$ cat config.mk
export PLATFORM = sky130hd
export DESIGN_NAME = rv32v_load_collector
export DESIGN_NICKNAME = d
export VERILOG_FILES = /design/src/rtl/rv32v_types_pkg.sv /design/src/rtl/rv32v_load_extend.sv /design/src/rtl/rv32v_load_collector.sv
export SDC_FILE = /design/constraint.sdc
export NUM_CORES = 1
export LEC_CHECK = 0
export CORE_UTILIZATION = 42
export CTS_CLUSTER_DIAMETER = 150
export DETAILED_ROUTE_END_ITERATION = 10
export GPL_TIMING_DRIVEN = 0
export PLACE_DENSITY_LB_ADDON = 0.15
export SYNTH_ARGS = -nofsm -noshare
export SYNTH_HDL_FRONTEND = slang
export SYNTH_SLANG_ARGS = --single-unit
$ cat constraint.sdc
create_clock -name CLK -period 1.9 [get_ports CLK]
set_input_delay 0.285 -clock CLK [delete_from_list [all_inputs] [get_ports CLK]]
set_output_delay 0.285 -clock CLK [all_outputs]
set_load 0.05 [all_outputs]
$ cat src/rtl/rv32v_types_pkg.sv
// Shared vector-unit types: lane count and element load encodings.
// Load encodings follow the RV32 funct3 field for loads.
package rv32v_types_pkg;

   localparam int NUM_LANES = 4;

   typedef enum logic [2:0] {
      LB  = 3'b000,
      LH  = 3'b001,
      LW  = 3'b010,
      LBU = 3'b100,
      LHU = 3'b101
   } load_t;

   function automatic logic load_is_signed(input load_t t);
      return (t == LB) || (t == LH);
   endfunction

endpackage

$ cat src/rtl/rv32v_load_extend.sv
// Element extraction from a cache word and sign/zero extension.
// Purely combinational; byte_off selects the byte or halfword.
module rv32v_load_extend
   import rv32v_types_pkg::*;
(
   input  load_t       load_type,
   input  logic [1:0]  byte_off,
   input  logic [31:0] raw,
   output logic [31:0] data
);

   logic [31:0] shifted;
   logic [7:0]  byte_v;
   logic [15:0] half_v;
   logic        sext;

   always_comb begin
      shifted = raw >> {byte_off, 3'b000};
      byte_v  = shifted[7:0];
      half_v  = byte_off[1] ? raw[31:16] : raw[15:0];
      sext    = load_is_signed(load_type);
      data    = raw;
      unique case (1'b1)
         (load_type == LB),
         (load_type == LBU):
            data = {{24{sext & byte_v[7]}}, byte_v};
         (load_type == LH),
         (load_type == LHU):
            data = {{16{sext & half_v[15]}}, half_v};
         default:
            data = raw;
      endcase
   end

endmodule

$ cat src/rtl/rv32v_load_collector.sv
// Collects per-lane load responses for one vector load uop and
// pulses wb_valid once every unmasked lane has been written.
module rv32v_load_collector
   import rv32v_types_pkg::*;
#(
   parameter  int LANES  = NUM_LANES,
   localparam int LIDX_W = (LANES > 1) ? $clog2(LANES) : 1
) (
   input  logic                   CLK,
   input  logic                   nRST,
   input  logic                   start,
   input  logic [LANES-1:0]       vlane_mask,
   input  logic [LANES-1:0][31:0] vold_data,
   input  load_t                  vload_type,
   input  logic                   rsp_valid,
   input  logic [LIDX_W-1:0]      rsp_lane,
   input  logic [1:0]             rsp_byte_off,
   input  logic [31:0]            rsp_data,
   input  logic                   flush,
   output logic [LANES-1:0][31:0] vlane_load_data,
   output logic                   wb_valid,
   output logic                   busy
);

   typedef enum logic [1:0] {
      IDLE    = 2'd0,
      COLLECT = 2'd1,
      DONE    = 2'd2
   } state_t;

   state_t                 state_q, state_d;
   logic [LANES-1:0]       pending_q, pending_d;
   logic [LANES-1:0][31:0] result_q, result_d;
   load_t                  type_q, type_d;
   logic [31:0]            ext_data;

   rv32v_load_extend u_ext (
      .load_type (type_q),
      .byte_off  (rsp_byte_off),
      .raw       (rsp_data),
      .data      (ext_data)
   );

   always_comb begin
      state_d   = state_q;
      pending_d = pending_q;
      result_d  = result_q;
      type_d    = type_q;
      wb_valid  = 1'b0;
      busy      = (state_q != IDLE);
      if (flush) begin
         // result buffer is left as-is; only the uop is abandoned
         state_d   = IDLE;
         pending_d = '0;
      end else begin
         unique case (state_q)
            IDLE: begin
               if (start) begin
                  type_d    = vload_type;
                  result_d  = vold_data;
                  pending_d = vlane_mask;
                  state_d   = (|vlane_mask) ? COLLECT : DONE;
               end
            end
            COLLECT: begin
               if (rsp_valid && pending_q[rsp_lane]) begin
                  result_d[rsp_lane]  = ext_data;
                  pending_d[rsp_lane] = 1'b0;
                  if (pending_d == '0)
                     state_d = DONE;
               end
            end
            DONE: begin
               wb_valid = 1'b1;
               state_d  = IDLE;
            end
            default: begin
               state_d   = IDLE;
               pending_d = '0;
            end
         endcase
      end
   end

   always_ff @(posedge CLK) begin
      if (!nRST) begin
         state_q   <= IDLE;
         pending_q <= '0;
         result_q  <= '0;
         type_q    <= LW;
      end else begin
         state_q   <= state_d;
         pending_q <= pending_d;
         result_q  <= result_d;
         type_q    <= type_d;
      end
   end

   assign vlane_load_data = result_q;

endmodule

==> impl_metrics.py <==
metrics = {
    "global_routing": {
        "track_usage_pct": 36.98,
        "grt_first_pass_wirelength_mm": 45.47,
        "grt_max_degree": 20,
        "antenna_found_initial": 1,
        "global_route.overflow_total": 0,
        "grt_pass1_vias": 7866,
    },
    "worst_setup_path": {
        "worst_ep_required_time_ns": 1.62,
        "cp-end-kind": "primary output",
        "timing.rr.end": "vlane_load_data[71]",
        "critical_path_class": "reg2out",
        "crit_fanout": 6,
        "reg2reg_from": "pending_q[1]",
        "cp.arrival_ns": 1.62,
        "ff2ff_setup_slack_ns": 0.03,
        "r2r_cells": 8,
        "startpoint_type": "flip-flop",
    },
    "timing": {
        "tightest_slew_ns": 0.6168,
        "setup_slack_ns": -0.002152,
        "clock_skew_ns": 0.008355,
        "fmax_mhz": 525.7,
        "slew_viol_final": 0,
        "maxSlewHeadroom_pct": 58.88,
        "hold_violations": 0,
        "period_share_pct": 100.1,
        "setup_viol": 1,
        "fin_crit_ns": 1.902,
        "setup_tns_ns": -0.002152,
        "rsz0062_at_grt": "true",
    },
    "synth": {
        "yosys.area.top_type": "dfxtp_1",
        "ys_seq_area_share_pct": 40.91,
        "ys.flop_type": "dfxtp_1",
        "synth_seq_cells": 137,
        "synth_area_leaders": "dfxtp_1 (41%), o21ai_0 (8.7%), a221oi_1 (7.4%)",
        "syn-cell-area_mm2": 0.006704,
        "synth_top_area_share_pct": 40.91,
        "yosysWarnings": 0,
        "synth_edf_count": 0,
        "ys_async_sr_fraction_pct": 0,
        "netlist_instances": 811,
        "synthesis.nets": 987,
        "ys_types": 55,
        "avgSynthCellArea_um2": 8.266,
    },
    "placement": {
        "dp_hpwl_mm": 22.48,
        "globalplace.congestion": 0.8826,
        "portBuffers": 304,
        "dp_slack_ns": -0.8659,
    },
    "outcome": {
        "failed_checks": "setup timing",
        "status": "finished, violations left",
    },
    "final_layout": {
        "final_util_pct": 74.20,
        "syn2layout_area_growth_pct": 70.12,
        "nets": 1333,
        "final_layout_size_suffix_gt1_share_pct": 17.35,
    },
    "floorplan": {
        "die_w_um": 128.3,
        "start_util_pct": 43.61,
        "die_area_mm2": 0.01647,
        "io_pins": 306,
        "num_rows": 45,
        "placeableCoreArea_mm2": 0.01537,
        "die_y_um": 128.3,
    },
    "cts": {
        "clockBufferDepth": 2,
        "cts_sinks": 137,
        "cts_tree": "yes",
        "cts_made_buffers": 17,
        "worstSkewPairLatency_ns": 0.43,
        "root_buffer": "clkbuf_16",
        "cts_htree_levels": 4,
        "clk_pin_slew_ns": 0.06,
        "cts_hold_buf": 0,
    },
    "drt": {
        "drc_errors": 0,
        "drtPass1Iterations": 6,
        "final_antenna_net_count": 0,
        "num_vias": 8278,
        "top_layer": "met4",
        "wl_per_cell_um": 22.63,
        "routed_wl_mm": 31.27,
        "met1Wirelength_mm": 11.72,
        "wl_met2_mm": 14.57,
        "vias_per_cell": 5.990,
        "drtIter0Drc": 660,
        "met3WireLength_mm": 3.488,
    },
    "pwr": {
        "p_leak_nw": 4.914,
        "powerDensity_mw_per_mm2": 788.7,
        "ir_drop_v": 0.0006621,
    },
    "hold_path": {
        "hold_start": "vold_data[41]",
        "min_to": "vlane_load_data[41]",
        "whs_path_depth": 3,
        "min-delay-path-class": "in2reg",
    },
    "job": {
        "drv_cap": 0,
    },
}
## layout make-up
| cell class | count | area [µm²] |
|---|---|---|
| diodes | 1 | 2.502 |
| plain buffers | 63 | 402.9 |
| clock buffers | 20 | 436.7 |
| clock inverters | 12 | 103.9 |
| fillers | 1179 | 3966 |
| inverters | 4 | 15.01 |
| multi-input cells | 603 | 4049 |
| flip-flops and latches | 137 | 2759 |
| well taps | 211 | 264.0 |
| repair buffers | 331 | 3372 |
## flip-flops by register name (all words and copies together) (netlist names)
name	count
pending_q	4
state_q	2
type_q	3
vlane_load_data	128
## cells in the mapped netlist (3+ instances only)
cell type	instances
a21o_1	17
a21oi_1	20
a21oi_4	4
a221oi_1	57
a22o_1	38
a22oi_1	6
a2bb2oi_1	7
a31oi_1	18
a32o_1	4
buf_2	14
buf_4	6
buf_6	3
clkbuf_1	43
dfxtp_1	137
inv_1	4
mux2_2	3
mux2i_1	13
nand2_1	120
nand2b_1	16
nand3_1	4
nor2_1	72
nor2b_1	11
nor3_1	11
o211ai_1	3
o21ai_0	116
o21ai_1	13
o221a_2	7
o221ai_1	6
## cell families after synthesis
group | count (synthesis) | share of synthesized area (%)
muxes | 16 | 2.445
DFF | 137 | 40.91
buffers and inverters | 71 | 4.908
AOI/OAI and AO/OA | 335 | 35.39
and+or+nand+nor | 252 | 16.35
## timing repair
action,4_1_cts,5_1_grt
setup buffers,15,11
resized for setup,108,110
gates cloned,0,1
endpoints found under the setup margin,136,159
pin swaps,3,10
## worst max-delay path: stages, from the launching register on
cell and delay [ns]:
dfxtp_4 0.37, inv_1 0.16, nand2_1 0.10, nor2_1 0.15, clkdlybuf4s15_2 0.41
## per-layer routing
layer / track usage, % / vias to the layer above
met2: 61.40 / 568
met5: 0 / -
li1: - / 3717
met3: 10.19 / 96
met4: 18.34 / 0
met1: 44.05 / 3897
## metrics by stage
step | area (µm²) | power [W] | hold WS, ns | std cells
after detailed placement | 10010 | 0.005706 | 0.4596 | 1326
final | 11400 | 0.008995 | 0.4249 | 1382
after global routing | 11400 | 0.009233 | 0.4340 | 1381
after global placement | 10010 | 0.005691 | 0.4617 | 1326
after floorplan | 6704 | 0.004612 | 0.4071 | 811
after CTS | 10990 | 0.008849 | 0.4171 | 1370
## cell usage in the layout (no fill, tap or decap), types with 5 or more instances in the layout
| cell | instances |
|---|---|
| o21ai_0 | 114 |
| buf_2 | 11 |
| nor2_1 | 66 |
| dlymetal6s2s_1 | 31 |
| o221a_2 | 6 |
| buf_4 | 33 |
| a21oi_1 | 17 |
| a31oi_1 | 18 |
| clkbuf_1 | 14 |
| a21o_2 | 9 |
| mux2i_1 | 9 |
| clkbuf_16 | 18 |
| nor2b_1 | 11 |
| clkdlybuf4s50_1 | 263 |
| dlygate4sd2_1 | 7 |
| a221oi_2 | 10 |
| clkinv_2 | 5 |
| nand2_1 | 116 |
| clkbuf_4 | 8 |
| a221oi_1 | 47 |
| nor3_4 | 6 |
| nand2b_1 | 15 |
| a21oi_4 | 6 |
| a22oi_1 | 6 |
| buf_6 | 6 |
| clkbuf_2 | 15 |
| a22o_1 | 38 |
| o21ai_1 | 14 |
| a21o_1 | 8 |
| a2bb2oi_1 | 7 |
| dfxtp_1 | 130 |
| nor2_2 | 5 |
| o221ai_2 | 6 |
## report_power, final
group          switching, W  internal [W]  total [W]
Combinational       0.00164       0.00106    0.00269
Clock               0.00133       0.00179    0.00312
Sequential         0.000116       0.00307    0.00319
## worst max path at each step
stage	start	to	slack [ns]	depth (start not counted)
after floorplan	rsp_lane[0]	vlane_load_data[69]	0.09	9
after global placement	rsp_lane[1]	vlane_load_data[107]	-0.86	7
after detailed placement	rsp_lane[1]	vlane_load_data[104]	-0.87	7
after CTS	rsp_byte_off[0]	vlane_load_data[108]	-0.03	6
after global routing	state_q[0]	wb_valid	-0.05	4
final	state_q[0]	wb_valid	-0.002	4
Note: power is estimated with default switching activity, not from simulation.
